--- src/rtl/fpu_wb_pkg.sv ---
// fpu_wb_pkg: shared widths, status flags and queued entry type for the FPU writeback buffer
package fpu_wb_pkg;
   localparam int WIDTH = 16;
   localparam int TAG_WIDTH = 4;
   localparam int DEPTH = 4;
   localparam int PTR_W = $clog2(DEPTH);
   localparam int CNT_W = $clog2(DEPTH + 1);
   typedef struct packed {
      logic nv;
      logic dz;
      logic of;
      logic uf;
      logic nx;
   } status_t;
   typedef struct packed {
      logic [WIDTH-1:0]     result;
      status_t              status;
      logic [TAG_WIDTH-1:0] tag;
   } wb_entry_t;
endpackage

--- src/rtl/fpu_wb_fifo.sv ---
// fpu_wb_fifo: entry storage with wrapping pointers, explicit occupancy counter and registered ready
module fpu_wb_fifo
   import fpu_wb_pkg::*;
(
   input  logic             clk,
   input  logic             rst_n,
   input  logic             flush,
   input  logic             push,
   input  logic             pop,
   input  wb_entry_t        din,
   output wb_entry_t        dout,
   output logic [CNT_W-1:0] count,
   output logic             ready
);
   wb_entry_t mem [DEPTH];
   logic [PTR_W-1:0] wr_ptr, rd_ptr;
   logic [CNT_W-1:0] cnt_n;
   always_comb cnt_n = flush ? '0 : count + CNT_W'(push) - CNT_W'(pop);
   always_ff @(posedge clk or negedge rst_n) begin
      if (!rst_n) begin
         wr_ptr <= '0;
         rd_ptr <= '0;
         count <= '0;
         ready <= 1'b0;
         for (int i = 0; i < DEPTH; i++) mem[i] <= '0;
      end else begin
         wr_ptr <= flush ? '0 : wr_ptr + PTR_W'(push);
         rd_ptr <= flush ? '0 : rd_ptr + PTR_W'(pop);
         count <= cnt_n;
         ready <= cnt_n != CNT_W'(DEPTH);
         if (push && !flush) mem[wr_ptr] <= din;
      end
   end
   assign dout = mem[rd_ptr];
endmodule

--- src/rtl/fpu_wb_buffer.sv ---
// fpu_wb_buffer: in-order FPU writeback queue with sticky fflags accumulation.
// Define FPU_WB_BYPASS_EN for a zero-latency path when the queue is empty and writeback is ready.
module fpu_wb_buffer
   import fpu_wb_pkg::*;
(
   input  logic                 clk_i,
   input  logic                 rst_ni,
   input  logic                 flush_i,
   input  logic                 in_valid_i,
   output logic                 in_ready_o,
   input  logic [WIDTH-1:0]     result_i,
   input  logic [4:0]           status_i,
   input  logic [TAG_WIDTH-1:0] tag_i,
   output logic                 out_valid_o,
   input  logic                 out_ready_i,
   output logic [WIDTH-1:0]     result_o,
   output logic [4:0]           status_o,
   output logic [TAG_WIDTH-1:0] tag_o,
   output logic [4:0]           fflags_o,
   input  logic                 fflags_clr_i,
   output logic [CNT_W-1:0]     count_o,
   output logic                 busy_o
);
   wb_entry_t head;
   logic ready_q, push, pop, byp, retire;
   logic [CNT_W-1:0] cnt;
`ifdef FPU_WB_BYPASS_EN
   // ready_q alone gates the bypass so out_ready_i never loops back through in_ready_o
   assign byp = (cnt == '0) && out_ready_i && in_valid_i && ready_q;
   assign in_ready_o = ready_q || (cnt == CNT_W'(DEPTH) && out_ready_i);
`else
   assign byp = 1'b0;
   assign in_ready_o = ready_q;
`endif
   assign out_valid_o = (cnt != '0) || byp;
   assign {result_o, status_o, tag_o} = byp ? {result_i, status_i, tag_i} : head;
   assign push = in_valid_i && in_ready_o;
   assign pop = out_valid_o && out_ready_i;
   assign retire = pop && !flush_i;
   assign count_o = cnt;
   assign busy_o = cnt != '0;
   fpu_wb_fifo u_fifo (
      .clk   (clk_i),
      .rst_n (rst_ni),
      .flush (flush_i),
      .push  (push && !byp),
      .pop   (pop && !byp),
      .din   ({result_i, status_i, tag_i}),
      .dout  (head),
      .count (cnt),
      .ready (ready_q)
   );
   always_ff @(posedge clk_i or negedge rst_ni) begin
      if (!rst_ni) fflags_o <= '0;
      else fflags_o <= (fflags_clr_i ? 5'b0 : fflags_o) | (retire ? status_o : 5'b0);
   end
   // an upstream producer must not change a refused entry while it keeps it offered
   assert property (@(posedge clk_i) disable iff (!rst_ni)
      (in_valid_i && !in_ready_o) |=> (!in_valid_i || $stable({result_i, status_i, tag_i})));
endmodule

--- config.mk ---
export PLATFORM = sky130hd
export DESIGN_NAME = fpu_wb_buffer
export DESIGN_NICKNAME = d
export VERILOG_FILES = /design/src/rtl/fpu_wb_pkg.sv /design/src/rtl/fpu_wb_fifo.sv /design/src/rtl/fpu_wb_buffer.sv
export SDC_FILE = /design/constraint.sdc
export NUM_CORES = 1
export LEC_CHECK = 0
export ABC_AREA = 0
export BUFFER_PORTS_ARGS = -buffer_cell sky130_fd_sc_hd__buf_2
export CAP_MARGIN = 20
export CELL_PAD_IN_SITES_DETAIL_PLACEMENT = 0
export CELL_PAD_IN_SITES_GLOBAL_PLACEMENT = 1
export CORE_MARGIN = 8
export CORE_UTILIZATION = 54
export CTS_BUF_LIST = sky130_fd_sc_hd__clkbuf_8
export CTS_CLUSTER_DIAMETER = 30
export DETAILED_ROUTE_END_ITERATION = 8
export GPL_TIMING_DRIVEN = 0
export PLACE_DENSITY_LB_ADDON = 0.1
export SLEW_MARGIN = 20
export SYNTH_ARGS = -nofsm -noshare
export SYNTH_HDL_FRONTEND = slang
export SYNTH_HIERARCHICAL = 1
export SYNTH_SLANG_ARGS = --single-unit
--- constraint.sdc ---
create_clock -name clk_i -period 6 [get_ports clk_i]
set_input_delay 0 -clock clk_i [delete_from_list [all_inputs] [get_ports clk_i]]
set_output_delay 0 -clock clk_i [all_outputs]
set_load 0.05 [all_outputs]
# == Word level (Yosys, flattened, before mapping) ==
# Index checks and enable logic that the tools add are counted.
# totals
input_bits,31
register_bits,113
out_inout_bits,36
# op_classes
n_bitwise,3
add_sub_neg,4
n_reduce_logical,7
mux,11
eq_ne,1
order_cmp,3
# ops
cell,count
bitwise mux 100 bit,1
two-way mux 25 bit,3
binary-select mux 25 bit (select 2 bit),1
demux 25 bit (select 2 bit),1
two-way mux 5 bit,2
">= comparator 3 bit, second input constant",2
NOT 2 -> 3 bit,2
logical AND 1 bit,5
bitwise OR 5 bit,1
adder 2 x 1 -> 2 bit,2
two-way mux 2 bit,2
adder 3 x 1 -> 3 bit,1
"less-than comparator 3 x 1 -> 1 bit, second input constant",1
two-way mux 3 bit,1
"!= test 3 bit, second input constant",1
nonzero test 3 bit,1
subtractor 3 x 1 -> 3 bit,1
zero test 1 bit,1

# == Logic depth before layout (Yosys ltp) ==
# Gate-level depths: netlist of the first run.
# logic_depth
depth_word,6
depth_mapped,10
ltp_nobuf,9

# == Hierarchy ==
# Netlist of the first run, hierarchy kept.
# by_module_without_submodules
module,instances,cells_per_inst,area_per_inst_um2,seq_area_each_um2
fpu_wb_fifo,1,273,4747.1,2702.6
fpu_wb_buffer,1,17,217.7,125.1

# == Worst setup path after synthesis of the first run ==
# Ideal clock, no wire load.
# synth_path
kind,reg-to-reg
start,reg u_fifo.count[1]
end,reg u_fifo.ready
path_stages_with_launch,11
setup_ns,0.139
setup_slack_ns,2.815
path_buffers,1
t_required_ns,5.861
arrival_ns,3.046
cell_sequence,dfrtp_1 -> or3_1 -> clkbuf_2 -> and2_2 -> ha_1 -> inv_1 -> ha_1 -> inv_1 -> fa_1 -> xnor3_1 -> or4b_1
# synth_between
elab_chain_cells,5
elab_cells_between_ends,6
cone_classes,add/sub (2); eq/ne (1); mux (1); reduce/logical (2)
# synth_lines
item,line_no,text
from (decl),fpu_wb_fifo.sv:12,"output logic [CNT_W-1:0] count,"
from (signal assigned),fpu_wb_fifo.sv:29,count <= cnt_n;
nonzero test 3 bit,n/a,
named net busy_o,fpu_wb_buffer.sv:22,output logic busy_o
logical AND 1 bit,fpu_wb_buffer.sv:38,assign pop = out_valid_o && out_ready_i;
named net pop,fpu_wb_buffer.sv:25,"logic ready_q, push, pop, byp, retire;"
subtractor 3 x 1 -> 3 bit,fpu_wb_fifo.sv:18,always_comb cnt_n = flush ? '0 : count + CNT_W'(push) - CNT_W'(pop);
two-way mux 3 bit,fpu_wb_fifo.sv:18,
!= test 3 bit,fpu_wb_fifo.sv:30,ready <= cnt_n != CNT_W'(DEPTH);
to (signal assigned),fpu_wb_fifo.sv:30,
to (decl),fpu_wb_fifo.sv:13,output logic ready
# The timed path passes the listed nets, and every way through them passes these cells.
# A chain may end at the register's enable or synchronous reset.

# == Worst setup path after layout of the first run ==
# layout_path
start,reg u_fifo.count[1]
end,reg u_fifo.ready
# layout_between
elab_chain_cells,5
elab_cells_between_ends,6
cone_classes,add/sub (2); eq/ne (1); mux (1); reduce/logical (2)
# layout_lines
item,line_no,text
nonzero test 3 bit,fpu_wb_buffer.sv:35,assign out_valid_o = (cnt != '0) || byp;
logical AND 1 bit,fpu_wb_buffer.sv:38,
named net pop,fpu_wb_buffer.sv:25,
subtractor 3 x 1 -> 3 bit,fpu_wb_fifo.sv:18,
two-way mux 3 bit,fpu_wb_fifo.sv:18,
!= test 3 bit,fpu_wb_fifo.sv:30,
# The timed path passes the listed nets, and every way through them passes these cells.

==> run_results.csv, run 1 <==
group,metric,value,unit
outcome,outcome,"completed",
route,ant_nets,0,
global_routing,grt_pass1_vias,3107,
cts,htree_num_levels,4,
sta,fmax,343,MHz
floorplanning,ios,67,
setup_path,cp_num_buf_inv,3,
logic_synthesis,synth_ff_type,"dfrtp_1",
setup_path,required,6.28,ns
global_routing,antenna_found_initial,0,
sta,finalCritPeriodShare,48.6,%
route,viasPerCell,5.41,
hold_path,hold_path.class,"input pin to asynchronous set/reset pin",
global_routing,grt-ovfl-total,0,
setup_path,end_kind,"flip-flop",
logic_synthesis,synthTopCellsByArea,"dfrtp_1, mux2_2, mux4_2",
finish,drive_gt1_share,57.9,%
global_routing,grt_use_total,16.9,%
setup_path,crit_chain,"or3_1 -> clkbuf_2 -> and2_2 -> ha_1 -> inv_1 -> ha_1 -> inv_1 -> fa_1 -> xnor3_1 -> or4b_1",
global_routing,grt_pass1_wl,16400,µm
logic_synthesis,syn_area_per_cell,17.1,µm²
logic_synthesis,synth.most_common_cell,"dfrtp_1",
logic_synthesis,ys_seq_elements,113,
setup_path,cp.arrival,3.19,ns
logic_synthesis,synthArstFlopShare,100,%
floorplanning,std_cell_rows,35,
route,drtIter0Drc,91,
route,firstDrtPassIters,4,
finish,nFillCells,660,
setup_path,slowest_stage,"or4b_1",
setup_path,slowest_delay,0.48,ns
floorplanning,start_util,54.8,%
placement,io_buffers,66,
sta,fin_crit,2.92,ns
finish,nNetsFinal,440,
placement,place_inst,468,
sta,tightest_slew,0.646,ns
setup_path,r2r_slack,3.08,ns
pwr,max-vdd-ir-drop,0.299,mV
setup_path,critical_path_class,"flip-flop to flip-flop",
cts,cts_buffers,17,
pwr,p_leak,2.83,nW
route,wirelength,9800,µm
setup_path,reg2reg_from,"u_fifo/count[1]$_DFF_PN0_",
floorplanning,core-area,9060,µm²
finish,areaGrowthSynthToFinish,23.4,%
logic_synthesis,netlist_area,4960,µm²
logic_synthesis,synth_top_area_share,57.0,%
setup_path,worstSetupStartpointType,"flip-flop",
finish,fin_util,67.6,%
cts,cts-root-buf,"clkbuf_8",
cts,post-cts-setup-buffers,0,
sta,setup_viol,0,
cts,cts.sinks,113,
setup_path,timing.rr.end,"u_fifo/ready$_DFF_PN0_",
logic_synthesis,synth_top_area_cell,"dfrtp_1",
sta,slew_viol_final,0,
global_routing,grt_max_degree,62,
floorplanning,die_y,112,µm
logic_synthesis,synth_warnings,6,
setup_path,ff2ff_path_depth,10,
placement,hpwl,6650,µm
job,drv_cap,0,
finish,diodes,0,
sta,tns,0,ns
setup_path,crit_family,"simple AND/OR/NAND/NOR gates",
floorplanning,chipWidth,112,µm
cts,clkTransAtPathRegs,0.07,ns
setup_path,path_depth,10,
floorplanning,dieArea,12500,µm²
setup_path,crit_fanout,8,
sta,fin_skew,0.00700,ns
route,post_drt_wl_per_cell,18.6,µm
finish,fin_cells,527,
pwr,power_density,584,nW/µm²
logic_synthesis,ys_seq_area_share,57.0,%
logic_synthesis,synth_cells,290,
cts,cts_tree,"done",
sta,hold_viol_final,0,
logic_synthesis,synth_cell_types,25,
logic_synthesis,synth.top_cells.by_count,"dfrtp_1, mux2_2, mux4_2",
route,num_vias,2851,
placement,place.gp.congestion,0.710,
cts,cts_buffer_depth,2,
sta,relSlewSlack,56.7,%
cts,clk_latency,0.41,ns
sta,rsz0062_at_grt,"no",
logic_synthesis,synth_nets,326,
route,drc,0,
logic_synthesis,synth-edff-count,0,
[state kept, by name (all words and copies together) (netlist names)]
signal	flops
fflags_o	5
u_fifo/rd_ptr	2
u_fifo/wr_ptr	2
u_fifo/ready	1
u_fifo/count	3
u_fifo/mem	100
[cell families after synthesis]
| kind of cell | after synthesis | synth area share (%) |
|---|---|---|
| mux | 125 | 34.0 |
| flops | 113 | 57.0 |
| buf+inv | 23 | 3.10 |
| simple gates | 16 | 2.70 |
| compound gates | 5 | 1.01 |
| fa+ha+maj | 5 | 1.41 |
| xor+xnor | 3 | 0.806 |
[worst max-delay path by stage]
| stage | from | to | slack (ns) |
|---|---|---|---|
| final | u_fifo/count[1]$_DFF_PN0_ | u_fifo/ready$_DFF_PN0_ | 3.08 |
| after global routing | u_fifo/count[1]$_DFF_PN0_ | u_fifo/ready$_DFF_PN0_ | 2.95 |
| after CTS | u_fifo/count[1]$_DFF_PN0_ | u_fifo/ready$_DFF_PN0_ | 3.07 |
| after detailed placement | u_fifo/count[1]$_DFF_PN0_ | u_fifo/ready$_DFF_PN0_ | 3.10 |
| after global placement | u_fifo/count[1]$_DFF_PN0_ | u_fifo/ready$_DFF_PN0_ | 3.08 |
| after floorplan | u_fifo/count[1]$_DFF_PN0_ | u_fifo/ready$_DFF_PN0_ | 2.82 |
[cells in the final DEF (no fill, tap or decap)]
master	instances
dfrtp_1	113
mux2_2	99
buf_2	70
dlygate4sd3_1	28
mux4_2	25
clkbuf_8	19
inv_1	6
buf_4	6
buf_6	6
a32o_1	5
nor2b_1	4
clkinv_2	4
nor2_1	4
ha_1	4
clkinvlp_4	3
bufinv_16	2
clkbuf_1	2
xnor2_1	2
or3_1	1
clkbuf_2	1
and2_2	1
and2_1	1
clkinv_4	1
buf_16	1
xnor3_1	1
or4b_1	1
and4bb_1	1
and4bb_2	1
nand4b_2	1
nor4b_4	1
mux2_1	1
fa_1	1
[power breakdown]
part / total [mW] / leakage [nW] / internal [mW] / switching (mW)
sequential: 1.30 / 1.42 / 1.13 / 0.177
combinational: 1.61 / 1.21 / 0.671 / 0.934
clock: 0.673 / 0.196 / 0.383 / 0.290
[timing repair]
item | 4_1_cts | 5_1_grt
resized for setup | 0 | 0
hold buffers | 28 | 0
hold endpoints to repair | 223 | 0
[area by class of cell]
| type | count | area [µm²] | share of cell area [%] |
|---|---|---|---|
| Clock inverter | 12 | 119 | 1.94 |
| Tap cell | 111 | 139 | 2.27 |
| Clock buffer | 19 | 262 | 4.27 |
| Multi-Input combinational cell | 154 | 1980 | 32.4 |
| Sequential cell | 113 | 2830 | 46.1 |
| Timing Repair Buffer | 95 | 644 | 10.5 |
| Buffer | 19 | 139 | 2.27 |
| Inverter | 4 | 15.0 | 0.245 |
[through the flow]
stage	cell area (µm²)	hold WS [ns]	power [mW]	worst slack [ns]
after detailed placement	5470	-0.0129	2.93	3.10
after global routing	6130	0.120	3.78	2.95
after CTS	6130	0.109	3.62	3.07
final	6130	0.104	3.58	3.08
after global placement	5430	0.261	2.88	3.08
after floorplan	4960	-0.296	2.58	2.82
[metal layers]
layer  wire length, µm  global-route usage (%)
met5                 0                       0
met4                61                    5.74
met3               339                    4.98
met2              4940                    27.6
met1              4470                    21.1
No activity file was read; power rests on OpenSTA's default activity.
==> inputs of run 2 (changes only) <==
CORE_UTILIZATION = 50   (was 54)
clock period = 2.7 ns   (was 6 ns; I/O delays follow)
==> run_results.csv, run 2 (synthesis results as in run 1) <==
group,metric,value,unit
sta,slew_viol_final,0,
sta,tightest_slew,0.718,ns
floorplanning,std_cell_rows,36,
pwr,p_leak,2.87,nW
sta,setup_viol,0,
cts,cts-root-buf,"clkbuf_8",
sta,hold_viol_final,0,
finish,final_cell_mix,"dfrtp_1, mux2_2, buf_2",
finish,diodes,0,
floorplanning,ios,67,
floorplanning,dieArea,13400,µm²
cts,clkTransAtPathRegs,0.06,ns
finish,nNetsFinal,442,
setup_path,slowest_stage,"or4b_1",
placement,place.gp.congestion,0.700,
floorplanning,die_y,116,µm
setup_path,required,2.99,ns
placement,dpl_cell_area,5540,µm²
route,firstDrtPassIters,4,
finish,largest_register_ffs,100,
setup_path,ff2ff_path_depth,10,
floorplanning,start_util,51.0,%
sta,rsz0062_at_grt,"no",
placement,place_ws,0.0190,ns
finish,drive_gt1_share,60.9,%
pwr,max-vdd-ir-drop,0.803,mV
sta,fmax,384,MHz
cts,cts_tree,"done",
cts,clk_latency,0.42,ns
cts,cts.sinks,113,
global_routing,grt_use_total,17.0,%
sta,relSlewSlack,52.2,%
route,ant_nets,0,
route,wirelength,10200,µm
cts,cts_buffer_depth,2,
setup_path,timing.rr.end,"u_fifo/ready$_DFF_PN0_",
finish,layout_commonest_cell,"dfrtp_1",
route,post_drt_wl_per_cell,18.4,µm
setup_path,path_depth,10,
hold_path,hold_path.class,"input pin to asynchronous set/reset pin",
placement,io_buffers,66,
floorplanning,chipWidth,116,µm
route,drtIter0Drc,136,
setup_path,crit_fanout,4,
sta,fin_crit,2.61,ns
sta,finalCritPeriodShare,96.5,%
finish,reg_top3,"u_fifo/mem: 100 flops, fflags_o: 5 flops, u_fifo/count: 3 flops",
finish,stdcell_area,6270,µm²
floorplanning,core-area,9730,µm²
global_routing,antenna_found_initial,0,
cts,cts_buffers,17,
setup_path,end_kind,"flip-flop",
route,num_vias,2861,
global_routing,grt_pass1_vias,3282,
route,viasPerCell,5.18,
setup_path,crit_chain,"or3_4 -> buf_8 -> and2_4 -> ha_4 -> inv_2 -> ha_4 -> inv_2 -> fa_2 -> xnor3_1 -> or4b_1",
cts,htree_num_levels,4,
setup_path,critical_path_class,"flip-flop to flip-flop",
global_routing,grt-ovfl-total,0,
setup_path,cp.arrival,2.89,ns
job,drv_cap,0,
setup_path,r2r_slack,0.09,ns
setup_path,crit_family,"simple AND/OR/NAND/NOR gates",
pwr,finalPower,8.26,mW
sta,setup_ws,0.0948,ns
sta,fin_skew,0.00817,ns
global_routing,grt_pass1_wl,17000,µm
outcome,outcome,"completed",
placement,hpwl,6740,µm
finish,top_register,"u_fifo/mem",
setup_path,cp_num_buf_inv,3,
finish,areaGrowthSynthToFinish,26.3,%
setup_path,slowest_delay,0.47,ns
setup_path,reg2reg_from,"u_fifo/count[0]$_DFF_PN0_",
route,drc,0,
global_routing,grt_max_degree,81,
setup_path,worstSetupStartpointType,"flip-flop",
pwr,power_density,1320,nW/µm²
-- run 2: cell count changes in the layout (fill, tap and decap cells not counted), moves of 2 or more --
cell,delta
dfrtp_1,-3
inv_2,+2
ha_1,-2
dfrtp_2,+3
inv_1,-4
ha_4,+2
clkbuf_8,+3
buf_4,+2
-- run 2: timing repair --
item	CTS	global route
hold buffers	28	0
hold endpoints to repair	225	0
setup buffers	0	2
setup endpoints to repair	0	1
resized for setup	0	2
-- run 2: final cells by class --
class / instances / area (µm²)
multi-input cells: 154 / 2020
inverters: 4 / 15.0
clock inverters: 10 / 130
fillers: 743 / 3460
clock buffers: 22 / 303
well taps: 133 / 166
plain buffers: 19 / 149
flip-flops and latches: 113 / 2830
repair buffers: 97 / 659
-- run 2: layer usage --
metal	global-route usage, %	share of wire [%]	vias to the layer above
met5	0	0	-
met4	6.83	1.4	0
met3	5.58	5.2	11
met2	26.3	49	67
met1	21.8	45	1468
li1	-	-	1315
-- run 2: how the worst max path moves through the flow --
stage / startpoint / to / slack, ns
5_1_grt: u_fifo/count[0]$_DFF_PN0_ / u_fifo/ready$_DFF_PN0_ / 0.02
2_1_floorplan: u_fifo/count[2]$_DFF_PN0_ / u_fifo/ready$_DFF_PN0_ / -0.10
4_1_cts: u_fifo/count[2]$_DFF_PN0_ / u_fifo/ready$_DFF_PN0_ / 0.0007
3_5_place_dp: u_fifo/count[2]$_DFF_PN0_ / u_fifo/ready$_DFF_PN0_ / 0.02
3_3_place_gp: u_fifo/count[2]$_DFF_PN0_ / u_fifo/ready$_DFF_PN0_ / 0.006
6_report: u_fifo/count[0]$_DFF_PN0_ / u_fifo/ready$_DFF_PN0_ / 0.09
-- run 2: where the power goes --
group | switching (mW) | internal (mW)
logic | 2.10 | 1.56
clock network | 0.663 | 1.03
registers | 0.399 | 2.50
total | 3.16 | 5.09
-- run 2: through the flow --
stage          setup TNS [ns]  util [%]  hold WS [ns]  instances
2_1_floorplan          -0.103         -        -0.296        290
3_3_place_gp                0      56.6         0.261        489
3_5_place_dp                0      56.9       -0.0808        490
4_1_cts                     0      64.2        0.0286        550
5_1_grt                     0      64.5        0.0682        552
6_report                    0      64.5        0.0480        552
